## config.mk

```make
export PLATFORM = sky130hd
export DESIGN_NAME = dds_core
export DESIGN_NICKNAME = d
export VERILOG_FILES = /design/src/rtl/dds_pkg.sv /design/src/rtl/dds_core_sine_rom.sv /design/src/rtl/dds_core.sv
export SDC_FILE = /design/constraint.sdc
export NUM_CORES = 1
export LEC_CHECK = 0
export ABC_AREA = 1
export CELL_PAD_IN_SITES_DETAIL_PLACEMENT = 1
export CELL_PAD_IN_SITES_GLOBAL_PLACEMENT = 2
export CORE_MARGIN = 2
export CORE_UTILIZATION = 33
export DETAILED_ROUTE_END_ITERATION = 8
export PLACE_DENSITY = 0.73
export SYNTH_ARGS = -nofsm -noshare
export SYNTH_HDL_FRONTEND = slang
export SYNTH_SLANG_ARGS = --single-unit
```

## constraint.sdc

```tcl
create_clock -name clk -period 7.7 [get_ports clk]
set_input_delay 1.925 -clock clk [delete_from_list [all_inputs] [get_ports clk]]
set_output_delay 1.925 -clock clk [all_outputs]
set_load 0.05 [all_outputs]
```

## src/rtl/dds_pkg.sv

```systemverilog
// Shared constants, waveform codes and the control-parameter bundle for the DDS core.
// Also holds the amplitude-scaling helper used when AMP_SCALE_EN is defined.
package dds_pkg;

   localparam int ACC_W  = 32;
   localparam int ADDR_W = 9;
   localparam int DATA_W = 8;
   localparam int F_W    = 21;
   localparam int A_W    = 4;

   typedef enum logic [1:0] {
      WAVE_SINE   = 2'b00,
      WAVE_SQUARE = 2'b01,
      WAVE_TRI    = 2'b10,
      WAVE_SAW    = 2'b11
   } wave_t;

   localparam logic [F_W-1:0] F_RESET = 21'd8590;
   localparam logic [A_W-1:0] A_RESET = 4'd1;
   localparam logic [A_W-1:0] A_MAX   = 4'd10;

   typedef struct packed {
      logic [F_W-1:0]    f;
      wave_t             wave;
      logic [A_W-1:0]    a;
      logic [ADDR_W-1:0] p;
   } param_t;

   localparam param_t PARAM_RESET = '{f: F_RESET, wave: WAVE_SINE, a: A_RESET, p: '0};

   // floor(s*a/10) as s*a*6554 >> 16; the error stays below one LSB for products up to 2550.
   function automatic logic [DATA_W-1:0] amp_scale(input logic [DATA_W-1:0] s,
                                                  input logic [A_W-1:0]    a);
      logic [A_W-1:0]        a_sat;
      logic [DATA_W+A_W-1:0] prod;
      a_sat = (a > A_MAX) ? A_MAX : a;
      prod  = s * a_sat;
      return DATA_W'((prod * 25'd6554) >> 16);
   endfunction

endpackage

```

## src/rtl/dds_core_sine_rom.sv

```systemverilog
// 512 x 8 sine table with a registered read port; entries are
// round(127.5 + 127.5*sin(2*pi*addr/512)), fixed at elaboration.
module sine_rom
   import dds_pkg::*;
(
   input  logic              clk,
   input  logic              rst,
   input  logic [ADDR_W-1:0] addr,
   output logic [DATA_W-1:0] data
);

   function automatic logic [DATA_W-1:0] sine_entry(input int idx);
      real ph;
      ph = 2.0 * 3.14159265358979323846 * real'(idx) / real'(2 ** ADDR_W);
      return DATA_W'($rtoi($floor(127.5 + 127.5 * $sin(ph) + 0.5)));
   endfunction

   logic [DATA_W-1:0] rom [2 ** ADDR_W];

   for (genvar i = 0; i < 2 ** ADDR_W; i++) begin : g_rom
      assign rom[i] = sine_entry(i);
   end

   logic [DATA_W-1:0] data_q, data_d;

   always_comb data_d = rom[addr];

   always_ff @(posedge clk or posedge rst) begin
      if (rst) data_q <= '0;
      else     data_q <= data_d;
   end

   assign data = data_q;

endmodule

```

## src/rtl/dds_core.sv

```systemverilog
// DDS core: synchronized control inputs, parameter update aligned to accumulator wrap,
// and a 3-stage sample pipeline. Define AMP_SCALE_EN to enable amplitude scaling in stage 3.
module dds_core
   import dds_pkg::*;
(
   input  logic              clk,
   input  logic              reset,
   input  logic [1:0]        set_waveform,
   input  logic [F_W-1:0]    f_control,
   input  logic [A_W-1:0]    a_control,
   input  logic [ADDR_W-1:0] p_control,
   output logic [DATA_W-1:0] dac_data,
   output logic              dac_valid
);

   param_t raw;
   param_t sync1_q, sync1_d, sync2_q, sync2_d, cand_q, cand_d, act_q, act_d;
   logic [ACC_W-1:0] phase_acc_q, phase_acc_d;
   logic             carry;

   logic [ADDR_W-1:0] addr_p1_q, addr_p1_d;
   wave_t             wave_p1_q, wave_p1_d;
   logic              vld_p1_q, vld_p1_d;

   logic [DATA_W-1:0] rom_p2;
   logic [DATA_W-1:0] shape_p2_q, shape_p2_d;
   wave_t             wave_p2_q, wave_p2_d;
   logic              vld_p2_q, vld_p2_d;

   logic [DATA_W-1:0] sample_p2;
   logic [DATA_W-1:0] dac_q, dac_d;
   logic              dac_valid_q, dac_valid_d;

   assign raw = '{f: f_control, wave: wave_t'(set_waveform), a: a_control, p: p_control};

   // Control: two-flop sync, candidate accepted when the synced value holds for two cycles
   always_comb begin
      sync1_d = raw;
      sync2_d = sync1_q;
      cand_d  = cand_q;
      if (sync1_q.f    == sync2_q.f)    cand_d.f    = sync2_q.f;
      if (sync1_q.wave == sync2_q.wave) cand_d.wave = sync2_q.wave;
      if (sync1_q.a    == sync2_q.a)    cand_d.a    = sync2_q.a;
      if (sync1_q.p    == sync2_q.p)    cand_d.p    = sync2_q.p;
      {carry, phase_acc_d} = {1'b0, phase_acc_q} + {{(ACC_W - F_W + 1){1'b0}}, act_q.f};
      act_d = (carry || act_q.f == '0) ? cand_q : act_q;
   end

   // Stage 1: table address
   always_comb begin
      addr_p1_d = phase_acc_q[ACC_W-1 -: ADDR_W] + act_q.p;
      wave_p1_d = act_q.wave;
      vld_p1_d  = 1'b1;
   end

   // Stage 2: raw sample (sine comes from the registered ROM)
   always_comb begin
      case (wave_p1_q)
         WAVE_SQUARE: shape_p2_d = addr_p1_q[ADDR_W-1] ? '0 : '1;
         WAVE_TRI:    shape_p2_d = addr_p1_q[ADDR_W-1] ? ~addr_p1_q[DATA_W-1:0]
                                                       : addr_p1_q[DATA_W-1:0];
         default:     shape_p2_d = addr_p1_q[ADDR_W-1:1];
      endcase
      wave_p2_d = wave_p1_q;
      vld_p2_d  = vld_p1_q;
   end

   sine_rom u_sine_rom (
      .clk  (clk),
      .rst  (reset),
      .addr (addr_p1_q),
      .data (rom_p2)
   );

   assign sample_p2 = (wave_p2_q == WAVE_SINE) ? rom_p2 : shape_p2_q;

`ifdef AMP_SCALE_EN
   logic [A_W-1:0] a_p1_q, a_p2_q;

   always_ff @(posedge clk or posedge reset) begin
      if (reset) begin
         a_p1_q <= A_RESET;
         a_p2_q <= A_RESET;
      end else begin
         a_p1_q <= act_q.a;
         a_p2_q <= a_p1_q;
      end
   end

   // Stage 3: scaled output, held at zero until the pipeline is full
   always_comb begin
      dac_d       = vld_p2_q ? amp_scale(sample_p2, a_p2_q) : '0;
      dac_valid_d = vld_p2_q;
   end
`else
   logic unused_amp;
   assign unused_amp = ^act_q.a;

   // Stage 3: plain output register, held at zero until the pipeline is full
   always_comb begin
      dac_d       = vld_p2_q ? sample_p2 : '0;
      dac_valid_d = vld_p2_q;
   end
`endif

   always_ff @(posedge clk or posedge reset) begin
      if (reset) begin
         sync1_q     <= PARAM_RESET;
         sync2_q     <= PARAM_RESET;
         cand_q      <= PARAM_RESET;
         act_q       <= PARAM_RESET;
         phase_acc_q <= '0;
         addr_p1_q   <= '0;
         wave_p1_q   <= WAVE_SINE;
         vld_p1_q    <= 1'b0;
         shape_p2_q  <= '0;
         wave_p2_q   <= WAVE_SINE;
         vld_p2_q    <= 1'b0;
         dac_q       <= '0;
         dac_valid_q <= 1'b0;
      end else begin
         sync1_q     <= sync1_d;
         sync2_q     <= sync2_d;
         cand_q      <= cand_d;
         act_q       <= act_d;
         phase_acc_q <= phase_acc_d;
         addr_p1_q   <= addr_p1_d;
         wave_p1_q   <= wave_p1_d;
         vld_p1_q    <= vld_p1_d;
         shape_p2_q  <= shape_p2_d;
         wave_p2_q   <= wave_p2_d;
         vld_p2_q    <= vld_p2_d;
         dac_q       <= dac_d;
         dac_valid_q <= dac_valid_d;
      end
   end

   assign dac_data  = dac_q;
   assign dac_valid = dac_valid_q;

endmodule

```

=== Word level (Yosys, flattened, before mapping) ===
Memories as Yosys holds them, arrays and structs flattened. A register that Yosys moved wholly into a read port is not among the register bits.
Cells that the tools add are included.

* Add/sub/neg operators: 2
* Equal/unequal tests: 5
* Mux-type cells: 5
* Bitwise operators: 2
* Reductions and logical operators: 3

{| class="wikitable"
|+ Operators with widths
! operator !! count
|-
| 32-bit by 21-bit adder with 33-bit output || 1
|-
| 8-bit two-way mux || 4
|-
| 21-bit equality test || 1
|-
| 21-bit zero test || 1
|-
| 8-bit one-hot mux with 2 select lines || 1
|-
| 9-bit NOT with 10-bit output || 1
|-
| 9-bit adder || 1
|-
| 9-bit equality test || 1
|-
| 8-bit NOT || 1
|-
| 2-bit by 1-bit equality test with 1-bit output, second input constant || 1
|-
| 2-bit equality test || 1
|-
| 2-bit equality test, second input constant || 1
|-
| 2-bit zero test || 1
|-
| 1-bit logical OR || 1
|}

* Register bits after elaboration: 192
* Memory bits (read-only): 4,096
* Input port bits: 38
* Logic and storage cells: 39
* Memories kept: 1

{| class="wikitable"
|+ Memories
! name !! depth !! bits a word !! rd ports !! clocked after memory_dff !! write ports !! RTL line !! RTL
|-
| (no name shown) || 512 || 8 || 1 || 1 || 0 || dds_core_sine_rom.sv:26 || <nowiki>always_comb data_d = rom[addr];</nowiki>
|}

=== Longest topological paths before layout ===
Gate-level depths: netlist of run 1.

* Word-level depth: 3
* Mapped depth: 16

=== Hierarchy ===
From an unflattened synthesis of run 1, not the netlist that was laid out.

* Cell total of the unflattened synthesis: 1,628
* Area, all modules: 11,913.9 um^2

{| class="wikitable"
|+ Modules (own cells, without submodules)
! module !! times used !! cells an instance !! area an instance (um^2) !! seq. area each (um^2)
|-
| dds_core || 1 || 1,025 || 8,953.6 || 4,834.6
|-
| sine_rom || 1 || 603 || 2,960.3 || 200.2
|}

=== Worst setup path before layout of run 1 ===
OpenSTA, ideal clock, no wires.

* Path kind: register to output
* From: reg dac_q[0], in the netlist dac_data[0]
* To: out dac_data[0]
* Arrival time: 0.586 ns
* Data required time: 5.775 ns
* Slack: 5.189 ns
* Cell stages (with the launch flop): 1
* Cells stage by stage: dfrtp_1

{| class="wikitable"
|+ RTL lines
! element !! RTL line !! RTL
|-
| start, declared || dds_core.sv:31 || <nowiki>logic [DATA_W-1:0] dac_q, dac_d;</nowiki>
|-
| start signal, assigned || dds_core.sv:119 || <nowiki>dac_q <= '0;</nowiki>
|-
| start signal, assigned || dds_core.sv:133 || <nowiki>dac_q <= dac_d;</nowiki>
|-
| end, declared || dds_core.sv:12 || <nowiki>output logic [DATA_W-1:0] dac_data,</nowiki>
|}

No word-level cell between the ends.

=== Worst setup path after layout of run 1 ===
* From: reg dac_q[3], in the netlist dac_data[3]
* To: out dac_data[3]

No word-level cell between the ends.

==> summary.txt, run 1 <==
critical path depth - 1
CP Data Arrival Time - 1.58 ns
Port Buf Inserts - 42
CP Class - reg -> out
RSZ-0062 raised after global routing - false
CTS resizes - 0
CP Data Required Time - 5.78 ns
Mapped Area - 11600 sq um
Slew @ Worst Pin - 0.950 ns
clk_lat worst skew - 0.46 ns
Reg clk slew, reported paths - 0.07 ns
Post-CTS Setup Inserts - 0
clock tree sinks - 200
worst hold-check path type - reg -> reg
Root Buffer - clkbuf_16
filler instances - 4228
CTS tree - built
outcome - complete, no violations
Max Cap Viol - 0
Post-synth EDFFs - 0
Layout Cells excl Fill - 1956
hold buffer count at CTS - 0
WP buf/inv - 1
Die Wd - 191 um
Avg Cell Area, Syn - 7.87 sq um
part of the Yosys area used for sequential elements - 0.435
dpl hpwl - 25400 um
synthesis-stage register bit count - 200
final slew viol count - 0
Async S/R FF share, synth - 1.00
Distinct cells, synth - 52
WL per Instance - 18.0 um
Die Area - 36600 sq um
post-synth net total - 1559
vias per cell - 5.06
Peak supply drop - 0.207 mV
router iterations before antenna repair - 5
R2R Setup Slk - 4.70 ns
Die Y - 191 um
initial drt markers - 634
dpl cells - 1924
max incr delay on CP - 0.80 ns
Achievable Freq - 285 MHz
Leakage - 6.47 nW
TNS Setup - 0 ns
core area - 34500 sq um
r2r worst-path depth - 13
Top delay family on crit path - buffers and inverters
clk buf depth - 2
GP Congestion - 0.862
antenna-violating nets left - 0
ys flop type - dfrtp_1
Max Fanout on Critical Path - 1
total CTS buffers - 17
vias - 9900
total global routing overflow - 0
GRT Overall Usage - 0.201
cells after synthesis - 1472
highest-delay cell along the critical path - clkdlybuf4s50_1
vias in the first global route - 10200
first-pass GRT wire length - 57100 um
skew final - 0.0206 ns
Final nets - 1575
normalized max-slew margin - 0.367
antenna violations before repair - 0
# diodes - 0
number of H-tree levels - 4
CP Cell Sequence - clkdlybuf4s50_1
warnings from Yosys - 0
proportion of layout cells with a drive suffix above 1 - 0.113
post-route minimum period - 3.51 ns
CP endpoint kind - output pin
Final setup viols - 0
Ports - 47
Area Overhead vs Synth - 11.6%
Startpoint Class - flip-flop
Cells on Worst Hold Path - 0
Post-route DRC - 0
Initial Util - 0.335
final period utilization - 0.455
routed wire length - 35200 um
endpoints failing hold - 0
pin count of the biggest net entering global routing - 74
Power Dens Cells - 208 nW/um^2
Rows - 68
[cells in the mapped netlist, types with 2 or more instances]
master,instances,area share
nand2_1,423,0.14
dfrtp_1,176,0.38
nor2_1,120,0.039
nand3_1,108,0.047
inv_1,96,0.031
a21oi_1,68,0.029
nand2_2,66,0.036
nand4_1,66,0.036
o21ai_0,54,0.023
ha_1,47,0.051
xor2_1,33,0.025
buf_2,31,0.013
dfstp_2,24,0.054
o21ai_1,23,0.0099
xnor2_1,18,0.014
clkbuf_1,13,0.0042
inv_2,13,0.0042
nor3_1,12,0.0052
a22oi_1,9,0.0058
o211ai_1,8,0.0052
buf_4,7,0.0045
nor4_1,6,0.0032
buf_1,4,0.0013
a31oi_1,3,0.0016
buf_12,3,0.0052
nand2_4,3,0.0029
nor2_2,3,0.0016
or2_1,3,0.0016
fa_1,2,0.0035
nand3b_1,2,0.0013
nor2_4,2,0.0019
nor3_4,2,0.0028
o2111ai_1,2,0.0015
o21bai_1,2,0.0013
o22ai_1,2,0.0011
or2_2,2,0.0011
[worst paths after layout]
path | end | start
worst max-delay path | dac_data[3] | dac_data[3]
worst min-delay path | dac_valid_d | vld_p1_q
worst max register to register | u_sine_rom.data[1] | addr_p1_q[0]
worst min register to register | dac_valid_d | vld_p1_q
max in group asynchronous | u_sine_rom.data[5] | reset
min in group asynchronous | cand_q[2] | reset
[state kept, by name (all words and copies together), names as in the netlist, 2 cells and up]
| name | flops |
|---|---|
| shape_p2_q | 8 |
| u_sine_rom.data | 8 |
| addr_p1_q | 9 |
| cand_q | 32 |
| wave_p2_q | 2 |
| phase_acc_q | 32 |
| dac_data | 8 |
| wave_p1_d | 2 |
| sync2_q | 32 |
| sync1_q | 32 |
| act_q | 30 |
| wave_p1_q | 2 |
[cells by family after synthesis]
group           synth area share
buf+inv                   0.0640
fa+ha+maj                 0.0542
xor+xnor                  0.0386
simple gates               0.322
compound gates            0.0862
flops                      0.435
other cells             0.000324
[routing by layer]
metal,share of wire,global-route usage,vias to the layer above
met2,0.45,0.314,173
met1,0.51,0.294,4837
met4,0.012,0.0444,0
met3,0.031,0.0285,27
met5,0,0,-
li1,-,-,4863
[cell usage in the layout, fill, tap and decap left out, types with 3 or more instances in the layout]
master and instances:
a21oi_1 68, a22oi_1 9, a31oi_1 3, buf_4 13
clkbuf_16 17, clkdlybuf4s50_1 42, clkinv_2 3, dfrtp_1 176
dfstp_2 24, ha_1 47, inv_1 95, inv_2 13
inv_8 5, nand2_1 423, nand2_2 66, nand2_4 3
nand3_1 108, nand4_1 66, nor2_1 120, nor2_2 3
nor3_1 11, nor4_1 6, o211ai_1 8, o21ai_0 54
o21ai_1 23, or2_1 3, xnor2_1 18, xor2_1 33
[layout make-up]
cell class | count | area (sq um) | share of cell area
repair buffers | 55 | 518 | 0.0401
inverters | 109 | 417 | 0.0322
multi-input cells | 1105 | 5810 | 0.450
flip-flops and latches | 200 | 5030 | 0.390
clock inverters | 14 | 134 | 0.0104
well taps | 455 | 569 | 0.0441
clock buffers | 18 | 439 | 0.0340
[where the power goes]
group	leakage [nW]	internal, mW	total [mW]	switching (mW)
Clock	0.280	0.437	0.873	0.436
Sequential	2.53	1.14	1.19	0.0499
Combinational	3.66	0.188	0.627	0.439
Total	6.47	1.76	2.69	0.925
[metrics by stage]
| step | hold slack, ns | utilization | total power [mW] | area, sq um | setup WS, ns |
|---|---|---|---|---|---|
| global placement | 0.332 | 0.357 | 1.83 | 12300 | 3.89 |
| global route | 0.364 | 0.374 | 2.83 | 12900 | 4.13 |
| floorplan | 0.331 | - | 1.61 | 11600 | 0.361 |
| detailed placement | 0.336 | 0.357 | 1.83 | 12300 | 3.84 |
| CTS | 0.352 | 0.374 | 2.71 | 12900 | 4.14 |
| finish | 0.352 | 0.374 | 2.69 | 12900 | 4.19 |
(Power assumes the default switching activity.)
==> inputs of run 2 (changes only) <==
- CORE_UTILIZATION: 33 -> 37
- PLACE_DENSITY: 0.73 -> 0.77
- clock period: 7.7 -> 3.4 ns (I/O delays scaled with it)
==> run 2 against run 1 <==
Compared with the run above: sequential share of layout area is 0.43 points lower; critical path type is now reg -> reg; highest routed layer unchanged; clock power is 140% higher; wire length is 1.4% higher; first-iteration DRC count is 5.8% lower; critical endpoint is now act_q[8].
==> summary.txt, run 2 (synthesis gave the netlist of run 1 again) <==
endpoints failing hold - 0 (unchanged)
CP Class - reg -> reg
Final Total Pwr - 6.22 mW (+130%)
CTS tree - built
final slew viol count - 0 (unchanged)
antenna violations before repair - 0 (unchanged)
outcome - complete, no violations
Die Area - 32700 sq um (-11%)
dpl cells - 1887 (-1.9%)
post-route minimum period - 2.64 ns
Design Area, Final - 13100 sq um (+1.1%)
clk buf depth - 2 (unchanged)
GP Congestion - 0.917 (+6.4%)
total global routing overflow - 0 (unchanged)
most frequent cells in the layout - nand2_1 (423), dfrtp_1 (176), nor2_1 (120), nand3_1 (108), inv_1 (95)
router iterations before antenna repair - 5 (unchanged)
Final setup viols - 0 (unchanged)
GRT Overall Usage - 0.224 (+0.0231)
CP Cell Sequence - ha_1 -> fa_1 -> nand2_1 -> nand2_1 -> nand3_1 -> nand3_2 -> nand2_2 -> nand2_4 -> nand2_4 -> nand3_4 -> buf_4 -> nand2_2 -> nand2_2
first-pass GRT wire length - 58400 um (+2.3%)
Max Cap Viol - 0 (unchanged)
CTS resizes - 0 (unchanged)
final core utilization - 0.426 (+0.0519)
post-route setup slack - 0.756 ns (-3.44 ns)
antenna-violating nets left - 0 (unchanged)
CP Data Arrival Time - 2.97 ns (+1.39 ns)
routed wire length - 35700 um (+1.4%)
TNS Setup - 0 ns (unchanged)
final period utilization - 0.778
Area after DPL - 12500 sq um (+1.0%)
Max Fanout on Critical Path - 33 (+32)
total CTS buffers - 17 (unchanged)
CP Data Required Time - 3.73 ns (-2.05 ns)
Reg clk slew, reported paths - 0.08 ns (about the same)
clk_lat worst skew - 0.44 ns (-0.02 ns)
Slew @ Worst Pin - 0.803 ns (-0.147 ns)
dpl hpwl - 26500 um (+4.5%)
proportion of layout cells with a drive suffix above 1 - 0.125 (+0.0115)
storage element area - 5030 sq um (unchanged)
number of H-tree levels - 4 (unchanged)
normalized max-slew margin - 0.463 (+0.0964)
WL per Instance - 18.6 um (+3.4%)
Area Overhead vs Synth - 12.8%
Worst Hold Margin - 0.351 ns (-0.000467 ns)
Peak supply drop - 0.328 mV (+58%)
skew final - 0.0148 ns (-0.00588 ns)
dpl ws - 0.745 ns (-3.09 ns)
initial drt markers - 597 (-5.8%)
pin count of the biggest net entering global routing - 51 (-31%)
vias in the first global route - 10500 (+3.1%)
Post-route DRC - 0 (unchanged)
commonest non-fill, non-tap cell in the layout - nand2_1
Achievable Freq - 378 MHz
hold buffer count at CTS - 0 (unchanged)
vias per cell - 5.30 (+4.6%)
Initial Util - 0.378 (+0.0423)
CP most frequent cell - nand2_2
Ports - 47 (unchanged)
Post-CTS Setup Inserts - 0 (unchanged)
Port Buf Inserts - 42 (unchanged)
Layout Cells excl Fill - 1919 (-1.9%)
Die Y - 181 um (-5.4%)
Die Wd - 181 um (-5.4%)
vias - 10200 (+2.6%)
CP endpoint kind - flip-flop
highest-delay cell along the critical path - fa_1
clock tree sinks - 200 (unchanged)
Leakage - 6.59 nW (+1.8%)
Multi-input gate area - 5810 sq um (unchanged)
Rows - 64 (-5.9%)
Startpoint Class - flip-flop
worst hold-check path type - reg -> reg
filler instances - 3736 (-12%)
Final nets - 1597 (+1.4%)
RSZ-0062 raised after global routing - false
# diodes - 0 (unchanged)
Power Dens Cells - 476 nW/um^2 (+130%)
core area - 30700 sq um (-11%)
Root Buffer - clkbuf_16
max incr delay on CP - 0.41 ns (-0.39 ns)
## run 2: changes by cell type in the layout (fill, tap and decap cells not counted), moves of 2 or more
cell,delta
clkinv_2,-3
clkbuf_1,+2
buf_4,+19
buf_12,+3
## run 2: final timing paths
path                       depth (start not counted)          end  slack (ns)       from
max in group asynchronous                          3   cand_q[18]        1.80      reset
setup / recovery                                  13     act_q[8]        0.76  act_q[15]
hold / removal                                     0  dac_valid_d        0.35   vld_p1_q
hold reg to reg                                    0  dac_valid_d        0.35   vld_p1_q
min in group asynchronous                          2   sync1_q[2]        0.80      reset
setup reg to reg                                  13     act_q[8]        0.76  act_q[15]
## run 2: worst max-delay path: cells and delay by family (launching register included)
family	cells	cell delay, ns
AND/OR/NAND/NOR	10	1.14
flip-flops	1	0.40
buffers and inverters	1	0.30
adder cells (fa/ha/maj)	2	0.64
## run 2: final cells by class
type,count,share of cell area
Timing Repair Buffer,77,0.0552
Clock buffer,19,0.0331
Multi-Input combinational cell,1105,0.445
Inverter,109,0.0316
Tap cell,396,0.0379
Clock inverter,13,0.0121
Sequential cell,200,0.385
## run 2: per-layer routing
layer	share of wire	vias up	routed length, um	track usage
li1	-	4928	-	-
met1	0.52	5025	18600	0.341
met2	0.44	180	15600	0.337
met3	0.032	29	1140	0.0320
met4	0.0097	0	348	0.0455
met5	0	-	0	0
## run 2: power by group
group / internal (mW) / switching (mW) / leakage [nW]
Clock: 1.05 / 1.01 / 0.282
Sequential: 2.58 / 0.106 / 2.53
Combinational: 0.462 / 1.02 / 3.77
Total: 4.09 / 2.13 / 6.59
